[src/rtl/uart_pkg.sv]
// uart_pkg: definitions shared by the UART receiver and transmitter.
//   - uart_state_e   : receiver FSM state encoding
//   - OVERSAMPLE_DEF : default number of sample ticks per bit
//   - 8N1 frame constants (data bits, line levels)
//   - calc_div()     : clock-to-tick divider value, truncated, never below 1
package uart_pkg;

    typedef enum logic [2:0] {
        ST_IDLE      = 3'd0,
        ST_START     = 3'd1,
        ST_DATA      = 3'd2,
        ST_STOP      = 3'd3,
        ST_WAIT_HIGH = 3'd4
    } uart_state_e;

    localparam int OVERSAMPLE_DEF = 16;

    // 8N1 framing
    localparam int   DATA_BITS  = 8;
    localparam int   STOP_BITS  = 1;
    localparam logic IDLE_LEVEL = 1'b1;
    localparam logic START_BIT  = 1'b0;
    localparam logic STOP_LEVEL = 1'b1;

    function automatic int calc_div(input int clk_freq, input int baud, input int os);
        int d;
        d = clk_freq / (baud * os);
        return (d < 1) ? 1 : d;
    endfunction

endpackage

[src/rtl/baud_tick_gen.sv]
// baud_tick_gen: free-running divider producing one-cycle sample ticks.
// Ports:
//   clk_i     : system clock
//   rst_ni    : asynchronous active-low reset
//   restart_i : synchronous restart, counter returns to zero, no tick this cycle
//   tick_o    : one-cycle pulse every DIV clocks
module baud_tick_gen #(
    parameter int DIV = 10
) (
    input  logic clk_i,
    input  logic rst_ni,
    input  logic restart_i,
    output logic tick_o
);

    localparam int CW = (DIV > 1) ? $clog2(DIV) : 1;
    localparam logic [CW-1:0] CNT_LAST = CW'(DIV - 1);

    logic [CW-1:0] cnt_q, cnt_d;

    always_comb begin
        cnt_d = cnt_q;
        if (restart_i) begin
            cnt_d = '0;
        end else if (cnt_q == CNT_LAST) begin
            cnt_d = '0;
        end else begin
            cnt_d = cnt_q + CW'(1);
        end
    end

    always_ff @(posedge clk_i or negedge rst_ni) begin
        if (!rst_ni) begin
            cnt_q <= '0;
        end else begin
            cnt_q <= cnt_d;
        end
    end

    // With DIV == 1 the counter stays at zero and ticks every cycle.
    assign tick_o = !restart_i && (cnt_q == CNT_LAST);

endmodule

[src/rtl/uart_rx.sv]
// uart_rx: 8N1 oversampling UART receiver.
// Ports:
//   clk_i       : system clock, rising edge
//   rst_ni      : asynchronous active-low reset
//   rx_i        : asynchronous serial line, idle high, LSB first
//   data_o      : last correctly framed byte, held between strobes
//   valid_o     : one-cycle strobe, data_o updated
//   frame_err_o : one-cycle strobe, stop bit sampled low
//   busy_o      : high whenever the FSM is not idle
//
// Handshake: valid_o and frame_err_o are registered single-cycle strobes,
// mutually exclusive, with no backpressure; a consumer must take data_o in
// the cycle valid_o is high (or any time before the next strobe).
module uart_rx
    import uart_pkg::*;
#(
    parameter int CLK_FREQ   = 24000000,
    parameter int BAUD       = 115200,
    parameter int OVERSAMPLE = OVERSAMPLE_DEF
) (
    input  logic       clk_i,
    input  logic       rst_ni,
    input  logic       rx_i,
    output logic [7:0] data_o,
    output logic       valid_o,
    output logic       frame_err_o,
    output logic       busy_o
);

    localparam int DIV = calc_div(CLK_FREQ, BAUD, OVERSAMPLE);
    localparam int TW  = $clog2(OVERSAMPLE);
    localparam logic [TW-1:0] TICK_MID  = TW'(OVERSAMPLE / 2 - 1);
    localparam logic [TW-1:0] TICK_LAST = TW'(OVERSAMPLE - 1);
    localparam logic [2:0]    BIT_LAST  = 3'(DATA_BITS - 1);

    // Synchronizer plus one history flop for edge detection; all idle high
    // so a line held low through reset release needs two cycles to be seen.
    logic rx_meta_q, rx_s_q, rx_prev_q;

    uart_state_e           state_q, state_d;
    logic [TW-1:0]         tick_cnt_q, tick_cnt_d;
    logic [2:0]            bit_cnt_q, bit_cnt_d;
    logic [DATA_BITS-1:0]  shift_q, shift_d;
    logic [7:0]            data_q, data_d;
    logic                  valid_q, valid_d;
    logic                  ferr_q, ferr_d;

    logic start_edge;
    logic tick;

    // Falling edge is only looked for in IDLE; WAIT_HIGH ignores the line
    // until it returns high, so a break yields a single frame error.
    assign start_edge = (state_q == ST_IDLE) && rx_prev_q && !rx_s_q;

    // Divider restarts on the start edge so the first tick lands DIV clocks
    // later and mid-bit sampling is phase-aligned to the falling edge.
    baud_tick_gen #(
        .DIV(DIV)
    ) u_tick (
        .clk_i    (clk_i),
        .rst_ni   (rst_ni),
        .restart_i(start_edge),
        .tick_o   (tick)
    );

    always_ff @(posedge clk_i or negedge rst_ni) begin
        if (!rst_ni) begin
            rx_meta_q <= IDLE_LEVEL;
            rx_s_q    <= IDLE_LEVEL;
            rx_prev_q <= IDLE_LEVEL;
        end else begin
            rx_meta_q <= rx_i;
            rx_s_q    <= rx_meta_q;
            rx_prev_q <= rx_s_q;
        end
    end

    always_comb begin
        state_d    = state_q;
        tick_cnt_d = tick_cnt_q;
        bit_cnt_d  = bit_cnt_q;
        shift_d    = shift_q;
        data_d     = data_q;
        valid_d    = 1'b0;
        ferr_d     = 1'b0;

        case (state_q)
            ST_IDLE: begin
                tick_cnt_d = '0;
                bit_cnt_d  = '0;
                if (start_edge) begin
                    state_d = ST_START;
                end
            end

            ST_START: begin
                if (tick) begin
                    if (tick_cnt_q == TICK_MID) begin
                        tick_cnt_d = '0;
                        // Line back high at mid-start: glitch, drop silently.
                        state_d = (rx_s_q == START_BIT) ? ST_DATA : ST_IDLE;
                    end else begin
                        tick_cnt_d = tick_cnt_q + TW'(1);
                    end
                end
            end

            ST_DATA: begin
                if (tick) begin
                    if (tick_cnt_q == TICK_LAST) begin
                        tick_cnt_d = '0;
                        shift_d    = {rx_s_q, shift_q[DATA_BITS-1:1]};
                        if (bit_cnt_q == BIT_LAST) begin
                            bit_cnt_d = '0;
                            state_d   = ST_STOP;
                        end else begin
                            bit_cnt_d = bit_cnt_q + 3'd1;
                        end
                    end else begin
                        tick_cnt_d = tick_cnt_q + TW'(1);
                    end
                end
            end

            ST_STOP: begin
                if (tick) begin
                    if (tick_cnt_q == TICK_LAST) begin
                        tick_cnt_d = '0;
                        // Leaving at mid-stop leaves half a bit to catch a
                        // back-to-back start edge from IDLE.
                        if (rx_s_q == STOP_LEVEL) begin
                            data_d  = shift_q;
                            valid_d = 1'b1;
                            state_d = ST_IDLE;
                        end else begin
                            ferr_d  = 1'b1;
                            state_d = ST_WAIT_HIGH;
                        end
                    end else begin
                        tick_cnt_d = tick_cnt_q + TW'(1);
                    end
                end
            end

            ST_WAIT_HIGH: begin
                if (rx_s_q == IDLE_LEVEL) begin
                    state_d = ST_IDLE;
                end
            end

            default: begin
                state_d = ST_IDLE;
            end
        endcase
    end

    always_ff @(posedge clk_i or negedge rst_ni) begin
        if (!rst_ni) begin
            state_q    <= ST_IDLE;
            tick_cnt_q <= '0;
            bit_cnt_q  <= '0;
            shift_q    <= '0;
            data_q     <= 8'h00;
            valid_q    <= 1'b0;
            ferr_q     <= 1'b0;
        end else begin
            state_q    <= state_d;
            tick_cnt_q <= tick_cnt_d;
            bit_cnt_q  <= bit_cnt_d;
            shift_q    <= shift_d;
            data_q     <= data_d;
            valid_q    <= valid_d;
            ferr_q     <= ferr_d;
        end
    end

    assign data_o      = data_q;
    assign valid_o     = valid_q;
    assign frame_err_o = ferr_q;
    assign busy_o      = (state_q != ST_IDLE);

endmodule

[config.mk]
export PLATFORM = sky130hd
export DESIGN_NAME = uart_rx
export DESIGN_NICKNAME = d
export VERILOG_FILES = /design/src/rtl/uart_pkg.sv /design/src/rtl/baud_tick_gen.sv /design/src/rtl/uart_rx.sv
export SDC_FILE = /design/constraint.sdc
export NUM_CORES = 1
export LEC_CHECK = 0
export CAP_MARGIN = 40
export CELL_PAD_IN_SITES_DETAIL_PLACEMENT = 0
export CELL_PAD_IN_SITES_GLOBAL_PLACEMENT = 1
export CORE_MARGIN = 3
export CORE_UTILIZATION = 49
export DETAILED_ROUTE_END_ITERATION = 10
export HOLD_SLACK_MARGIN = 0.12
export PLACE_DENSITY_LB_ADDON = 0.1
export SLEW_MARGIN = 20
export SYNTH_ARGS = -nofsm -noshare
export SYNTH_HDL_FRONTEND = slang
export SYNTH_SLANG_ARGS = --single-unit
[constraint.sdc]
create_clock -name clk_i -period 3.8 [get_ports clk_i]
set_clock_uncertainty 0.2 [all_clocks]
set_input_delay 0.57 -clock clk_i [delete_from_list [all_inputs] [get_ports clk_i]]
set_output_delay 0.57 -clock clk_i [all_outputs]
set_load 0.005 [all_outputs]
==> metrics.yaml <==
drt_iter0_markers: 78
die_w_um: 62.7
synth.area.top_cells: "dfrtp_1 51%, mux2_2 11%, dfstp_2 5.0%"
dr.pass1.iters: 4
synth_top_area_share_pct: 50.8
synth_async_sr_flop_share_pct: 100
synthFlopType: "dfrtp_1"
clockRootBuffer: "clkbuf_4"
insertion_delay_ns: 0.34
core_um2: 2900
ir_drop_uv: 309
placed_area_um2: 1740
crit_start: "state_q[1]$_DFFE_PN0P_"
fillerInstances: 232
clk_pin_slew_ns: 0.09
r2r_start: "state_q[1]$_DFFE_PN0P_"
yosysMostFrequentCell: "dfrtp_1"
synth_top_cell_by_area: "dfrtp_1"
area_growth_syn_to_layout_pct: 14.8
syn_avg_cell_area_um2: 12.6
tritoncts: "yes"
setup_viol: 0
crit_slowest_cell: "dfrtp_1"
overflow: 0
setup_tns_ns: 0
syn_area_um2: 1580
worst_pin_slew_ns: 0.565
syn_nets: 133
gr-usage-all-layers_pct: 16.0
ys_warn_count: 0
gp_congestion: 0.793
end_kind: "output pin"
cts.sinks: 35
postCtsSetupRepairBufs: 0
drc_errors: 0
synthCells: 125
grt_max_degree: 36
cts_hold_buf: 0
worstPathMaxFanout: 13
die_area_um2: 3930
multiInputGateArea_um2: 664
finalCritPeriodShare_pct: 65.4
ys_types: 38
rows: 19
min_period_ns: 2.48
rsz0062_at_grt: "false"
postRouteAntennaNets: 0
p_per_area_nw_per_um2: 490
finalNonFillerCells: 185
portBuffers: 13
vias: 1039
slew_headroom_pct: 62.0
finish.instance_area_um2: 1810
register_area_um2: 880
grt_pass1_wl_um: 4880
ys_seq_area_share_pct: 55.8
htreeDepth: 2
antenna_found_initial: 0
dp.cells: 177
ctsResizeCount: 0
via_per_inst: 5.62
start_util_pct: 54.4
cts_buffer_depth: 2
die_h_um: 62.7
synth_edf_count: 0
p_leak_nw: 0.824
post-route-util_pct: 62.4
slowest_delay_ns: 0.54
start_kind: "flop"
cts_inserted_buffers: 5
criticalPathCategory: "reg2out"
maxCapViolations: 0
drive_gt1_share_pct: 24.5
holdCritPathClass: "reg2reg"
ys_seq_elements: 35
nets: 150
fmax_mhz: 403
required_ns: 3.03
critPathArrivalTime_ns: 1.71
routed_wl_um: 2800
synth_commonest_cells: "32 x dfrtp_1, 16 x mux2_2, 8 x nand3_1, 8 x nor2_1, 6 x o21ai_0"
grt_pass1_vias: 1027
cp_cell_sequence: "or3_1, clkdlybuf4s50_1"
hold_viol: 0
wl_per_cell_um: 15.1
outcome: "complete, no violations"
slew_violations: 0
n_antenna_cell: 0
hp-start: "rx_meta_q$_DFF_PN1_"
pin_count: 14
whs_ns: 0.162
dpl.hpwl_um: 2010
-- worst max-delay path: cells and delay by family, from the launching register on --
kind                   cells  cell delay [ns]
flip-flops                 1             0.54
buffers and inverters      1             0.45
AND/OR/NAND/NOR            1             0.40
-- where the power goes --
group          internal (W)  leakage (nW)  switching, W
clock              0.000109        0.0386      0.000116
combinational     0.0000819         0.327      0.000103
sequential         0.000417         0.459     0.0000596
total              0.000608         0.824      0.000279
-- area by class of cell --
cell class / instances / area share [%]
Clock buffer: 8 / 3.80
Inverter: 2 / 0.415
Multi-Input combinational cell: 84 / 36.7
Sequential cell: 35 / 48.6
Tap cell: 42 / 2.90
Timing Repair Buffer: 14 / 7.60
-- cells in the final DEF, fill, tap and decap left out, types with 2 or more instances in the layout --
cell	synthesis	layout
clkdlybuf4s50_1	0	13
clkbuf_4	0	5
o21ai_0	6	6
nand2_1	4	4
or2_2	2	2
nand3_1	8	8
a32oi_1	2	2
and3_1	2	2
mux2_2	16	16
nor2_1	8	8
nor3b_1	2	2
ha_1	5	5
a21oi_1	4	4
dfstp_2	3	3
xor2_1	2	2
nand4_1	3	3
clkbuf_8	0	2
inv_1	2	2
nand2b_1	2	2
dfrtp_1	32	32
-- path summary, 6_finish.rpt --
path	endpoint	slack [ns]	cells past startpoint
max	busy_o	1.32	2
max in group asynchronous	rx_prev_q$_DFF_PN1_	2.61	2
min reg2reg	rx_s_q$_DFF_PN1_	0.16	0
max reg2reg	shift_q[0]$_DFFE_PN0P_	1.61	4
min in group asynchronous	tick_cnt_q[3]$_DFFE_PN0P_	0.42	2
min	rx_s_q$_DFF_PN1_	0.16	0
-- metal layers --
layer  track usage [%]  up-vias  routed length [um]
li1                  -      493                   -
met1              21.4      512                1360
met2              24.0       30                1260
met3              6.12        4                 148
met4              4.96        0                  27
met5                 0        -                   0
-- cell families (layout without fill, tap and decap cells) --
logic type | Yosys count | count (layout) | share of synthesized area, %
and+or+nand+nor | 40 | 40 | 16.4
DFF | 35 | 35 | 55.8
AOI/OAI and AO/OA | 20 | 20 | 8.65
muxes | 16 | 16 | 11.4
buffers and inverters | 6 | 24 | 2.06
adders and majority gates | 5 | 5 | 3.97
xor gates and xnor gates | 3 | 3 | 1.67
-- flip-flops by register name (all words and copies together) (netlist names) --
register	count
bit_cnt_q	3
data_o	8
frame_err_o	1
rx_meta_q	1
rx_prev_q	1
rx_s_q	1
shift_q	8
state_q	3
tick_cnt_q	4
u_tick.cnt_q	4
valid_o	1
-- stage by stage --
step | setup slack (ns) | power, W
floorplan | 1.87 | 0.000616
global placement | 1.64 | 0.000661
detailed placement | 1.62 | 0.000669
CTS | 1.30 | 0.000893
global route | 1.24 | 0.000945
finish | 1.32 | 0.000887
Note: power is estimated with default switching activity, not from simulation.
==> patch 1 (config.mk and constraints unchanged) <==
Reset style: synchronous (`rst_ni`), changed in 3 clocked blocks. Comments in the files are not updated.
--- a/src/rtl/baud_tick_gen.sv
+++ b/src/rtl/baud_tick_gen.sv
@@ -29,7 +29,7 @@
         end
     end
 
-    always_ff @(posedge clk_i or negedge rst_ni) begin
+    always_ff @(posedge clk_i) begin
         if (!rst_ni) begin
             cnt_q <= '0;
         end else begin
--- a/src/rtl/uart_rx.sv
+++ b/src/rtl/uart_rx.sv
@@ -63,7 +63,7 @@
         .tick_o   (tick)
     );
 
-    always_ff @(posedge clk_i or negedge rst_ni) begin
+    always_ff @(posedge clk_i) begin
         if (!rst_ni) begin
             rx_meta_q <= IDLE_LEVEL;
             rx_s_q    <= IDLE_LEVEL;
@@ -154,7 +154,7 @@
         endcase
     end
 
-    always_ff @(posedge clk_i or negedge rst_ni) begin
+    always_ff @(posedge clk_i) begin
         if (!rst_ni) begin
             state_q    <= ST_IDLE;
             tick_cnt_q <= '0;
Formal check against the unedited RTL: differs if rst_ni is asserted again (counterexample within 4 cycles, from zero or initial values and one cycle with rst_ni low); with rst_ni held inactive, the same outputs for 10 cycles.
==> patch 1 against the original RTL <==
Final area grew 2.1%; clock power is 17% higher; worst setup slack better by 0.048 ns; highest routed layer unchanged; first-iteration DRC count rose by 19%; count of clock-buffer cells in the layout fell by 3; die area rose by 1.5%; sequential cell count unchanged; hold slack gained 0.053 ns; critical endpoint unchanged; routed wire length up 5.4%; power is 8.8% lower; synthesized area grew 1.7%.
==> patch 1: results (changes against the original RTL) <==
routabilityCongestion: 0.850  # was 0.793
avgRoutedWirePerCell_um: 13.2  # was 15.1 µm
wl_mm: 2.95  # was 2.80 mm
use_met3_pct: 5.35  # was 6.12%
power.leakage_uw: 0.000602  # was 0.000824 µW
wl_met2_mm: 1.32  # was 1.26 mm
hpwlAfterDp_mm: 2.03  # was 2.01 mm
crit_start: "state_q[1]$_SDFFE_PN0P_"  # was state_q[1]$_DFFE_PN0P_
slowest_stage: "dfxtp_1"  # was dfrtp_1
hold_depth: 1  # was 0
fill_cells: 293  # was 232
arrival_ns: 1.67  # was 1.71 ns
clockRootBuffer: "clkbuf_4"  # unchanged
grt_pass1_wl_mm: 5.22  # was 4.88 mm
ys_types: 40  # was 38
drive_above_1_share_pct: 9.44  # was 24.5%
syn_nets: 174  # was 133
clkSlewWorstSetupHoldPaths_ns: 0.11  # was 0.09 ns
wl_met1_mm: 1.48  # was 1.36 mm
pre_cts_slack_ns: 1.46  # was 1.62 ns
synthArstFlopShare_pct: 0  # was 100%
wl_met3_um: 114  # was 148 µm
htreeDepth: 2  # unchanged
ff2ff_path_depth: 6  # was 4
cp_max_fo: 16  # was 13
max_freq_mhz: 411  # was 403 MHz
track_usage_pct: 16.2  # was 16.0%
seq_area_frac_synth_pct: 43.7  # was 55.8%
timing.rr.end: "shift_q[3]$_SDFFE_PN0P_"  # was shift_q[0]$_DFFE_PN0P_
worstHoldStart: "rx_meta_q$_SDFF_PN1_"  # was rx_meta_q$_DFF_PN1_
grt_use_met2_pct: 24.6  # was 24.0%
reg2reg_from: "u_tick.cnt_q[0]$_SDFF_PP0_"  # was state_q[1]$_DFFE_PN0P_
viasPerCell: 5.27  # was 5.62
syn_area_per_cell_um2: 9.66  # was 12.6 µm²
grt_pass1_vias: 1136  # was 1027
netlist_top_cells_count: "dfxtp_1 (35), mux2i_1 (18), nor2b_1 (17), nand2_1 (9), o21ai_0 (7)"  # was dfrtp_1 (32), mux2_2 (16), nand3_1 (8), nor2_1 (8), o21ai_0 (6)
hold_path_end: "rx_s_q$_SDFF_PN1_"  # was rx_s_q$_DFF_PN1_
rrSetupSlack_ns: 1.43  # was 1.61 ns
ys_top_cells_by_area: "dfxtp_1 (44%), mux2i_1 (11%), nor2b_1 (6.6%)"  # was dfrtp_1 (51%), mux2_2 (11%), dfstp_2 (5.0%)
first_iter_violations: 93  # was 78
final_net_count: 187  # was 150
status: "complete, no violations"  # unchanged
max_stage_delay_ns: 0.46  # was 0.54 ns
use_met1_pct: 21.7  # was 21.4%
die_x_um: 63.2  # was 62.7 µm
grt_start_max_net_pins: 32  # was 36
dp.cells: 216  # was 177
tightest_slew_ns: 0.769  # was 0.565 ns
endpoint: "busy_o"  # unchanged
irDropWorstVdd_v: 0.000524  # was 0.000309 V
==> patch 1: cell types whose count changed after synthesis, moves of 4 or more <==
| cell | unedited run | this run |
|---|---|---|
| mux2_2 | 16 | 1 |
| nand2_1 | 4 | 9 |
| nor2b_1 | 0 | 17 |
| dfrtp_1 | 32 | 0 |
| dfxtp_1 | 0 | 35 |
| mux2i_1 | 0 | 18 |
| nor4_1 | 0 | 4 |
| inv_1 | 2 | 6 |
| a21boi_0 | 0 | 6 |
==> patch 1: through the flow <==
stage	hold slack (ns)	util (%)	instance area (µm²)
floorplan	0.186	-	1600
global route	0.238	60.1	1850
global placement	0.201	57.4	1770
detailed placement	0.197	57.4	1770
CTS	0.219	60.1	1850
finish	0.215	60.1	1850
==> patch 1: area by class of cell <==
cell class              count  area, µm²  area share [%]
multi-input cells         116        845            45.7
flip-flops and latches     35        701            37.9
repair buffers             15        145            7.85
well taps                  44       55.1            2.98
clock inverters             3       43.8            2.37
clock buffers               5       37.5            2.03
inverters                   6       22.5            1.22
==> patch 1: power by group <==
| part | switching (µW) | leakage [µW] | internal [µW] | total, µW |
|---|---|---|---|---|
| Clock | 126 | 0.0000452 | 138 | 264 |
| Sequential | 25.7 | 0.000283 | 380 | 406 |
| Combinational | 72.6 | 0.000273 | 65.8 | 138 |
==> patch 1: logic make-up after synthesis <==
kind of cell,after synthesis,synth area share [%]
multiplexers,19,11.9
flip-flops,35,43.7
XOR/XNOR,2,1.09
buffers and inverters,15,3.98
AND/OR/NAND/NOR,61,23.3
AO/OA/AOI/OAI,29,12.0
adder cells (fa/ha/maj),5,3.90
==> patch 2 (config.mk and constraints unchanged) <==
Without the edit above. Change the parameter `BAUD` from 115200 to 57600.
--- a/src/rtl/uart_rx.sv
+++ b/src/rtl/uart_rx.sv
@@ -15,7 +15,7 @@
     import uart_pkg::*;
 #(
     parameter int CLK_FREQ   = 24000000,
-    parameter int BAUD       = 115200,
+    parameter int BAUD       = 57600,
     parameter int OVERSAMPLE = OVERSAMPLE_DEF
 ) (
     input  logic       clk_i,
Check against the original RTL: same outputs for any inputs over 10 cycles, from zero or initial values and one cycle with rst_ni low; that may be too few to reach the edited logic, so the function may still have changed.
==> patch 2 against the original RTL <==
Register-to-register slack got worse by 0.10 ns; clock power decreased by 14%; final area increased by 2.0%; power decreased by 5.8%; sequential cell count increased by 1; synthesized cell count increased by 3.2%; routed wire length decreased by 4.3%; worst setup slack got worse by 0.16 ns; hold slack improved by 0.0019 ns; synthesized area increased by 2.1%; critical path type unchanged; highest routed layer unchanged.
==> patch 2: results (changes against the original RTL) <==
path_delay_family: "flip-flops"  # unchanged
ctsResizeCount: 0  # unchanged
first_iter_violations: 63  # was 78
dp.cells: 184  # was 177
cp_max_fo: 13  # unchanged
hold_path_end: "rx_s_q$_DFF_PN1_"  # unchanged
timing.rr.end: "shift_q[0]$_DFFE_PN0P_"  # unchanged
tightest_slew_ns: 0.462  # was 0.565 ns
num_vias: 1053  # was 1039
design_area_um2: 1850  # was 1810 µm²
use_met3_pct: 3.92  # was 6.12%
pre_cts_slack_ns: 1.52  # was 1.62 ns
wl_mm: 2.68  # was 2.80 mm
wl_met2_mm: 1.25  # was 1.26 mm
hold_path.class: "register to register"  # unchanged
period_needed_ns: 2.64  # was 2.48 ns
drt-pass1-iter-count: 5  # was 4
intPower_uw: 575  # was 608 µW
clkSlewWorstSetupHoldPaths_ns: 0.11  # was 0.09 ns
ys_top_cells_by_area: "dfrtp_1 (51%), mux2_2 (11%), dfstp_2 (4.9%)"  # was dfrtp_1 (51%), mux2_2 (11%), dfstp_2 (5.0%)
netlist_top_cells_count: "dfrtp_1 (33), mux2_2 (16), nand2_1 (11), nor2_1 (8)"  # was dfrtp_1 (32), mux2_2 (16), nand3_1 (8), nor2_1 (8), o21ai_0 (6)
combPwrFrac_pct: 18.2  # was 20.9%
routabilityCongestion: 0.767  # was 0.793
use_met1_pct: 19.9  # was 21.4%
final_net_count: 155  # was 150
ys_types: 36  # was 38
grt_use_met2_pct: 24.5  # was 24.0%
final_cells: 192  # was 185
power.leakage_uw: 0.000842  # was 0.000824 µW
dpl_cell_area_um2: 1790  # was 1740 µm²
wl_met3_um: 96  # was 148 µm
highest_layer: "met4"  # unchanged
endpoint: "busy_o"  # unchanged
fill_cells: 273  # was 232
syn_area_per_cell_um2: 12.5  # was 12.6 µm²
irDropWorstVdd_v: 0.000281  # was 0.000309 V
hpwlAfterDp_mm: 1.86  # was 2.01 mm
hold_depth: 0  # unchanged
max_stage_delay_ns: 0.56  # was 0.54 ns
grt_pass1_wl_mm: 4.83  # was 4.88 mm
clockBufferDepth: 2  # unchanged
reg2reg_from: "u_tick.cnt_q[1]$_DFF_PN0_"  # was state_q[1]$_DFFE_PN0P_
seq_area_frac_synth_pct: 56.2  # was 55.8%
ff2ff_path_depth: 6  # was 4
wl_met1_mm: 1.29  # was 1.36 mm
p_seq_share_pct: 58.5  # was 53.8%
drive_above_1_share_pct: 24.3  # was 24.5%
syn_nets: 137  # was 133
grt_start_max_net_pins: 37  # was 36
track_usage_pct: 15.4  # was 16.0%
crit_start: "state_q[0]$_DFFE_PN0P_"  # was state_q[1]$_DFFE_PN0P_
yosysWarnings: 0  # unchanged
arrival_ns: 1.87  # was 1.71 ns
timing.hold.ws_ns: 0.164  # was 0.162 ns
pg_seq_uw: 488  # was 477 µW
io_buffers: 13  # unchanged
status: "complete, no violations"  # unchanged
synthArstFlopShare_pct: 100  # unchanged
clockRootBuffer: "clkbuf_4"  # unchanged
==> patch 2: cell types whose count changed in the layout (fill, tap and decap cells not counted), sizes merged, moves of 3 or more <==
| cell | delta |
|---|---|
| and3 | -3 |
| nand2 | +7 |
| nand4 | -3 |
| nand3 | -6 |
| clkbuf | -3 |
| a22oi | +4 |
| clkinv | +3 |
| o2bb2ai | +3 |
==> patch 2: cell families after synthesis <==
| group | count (synthesis) | share of synthesized area, % |
|---|---|---|
| flip-flops | 36 | 56.2 |
| multiplexers | 16 | 11.2 |
| XOR/XNOR | 3 | 1.63 |
| AND/OR/NAND/NOR | 39 | 15.4 |
| adder cells (fa/ha/maj) | 5 | 3.89 |
| AO/OA/AOI/OAI | 23 | 10.0 |
| buffers and inverters | 7 | 1.63 |
==> patch 2: cell type report <==
cell class	instances	area share, %
flip-flops and latches	36	49.0
multi-input cells	86	36.7
repair buffers	14	7.45
well taps	44	2.98
clock buffers	5	2.03
clock inverters	3	1.02
inverters	4	0.813
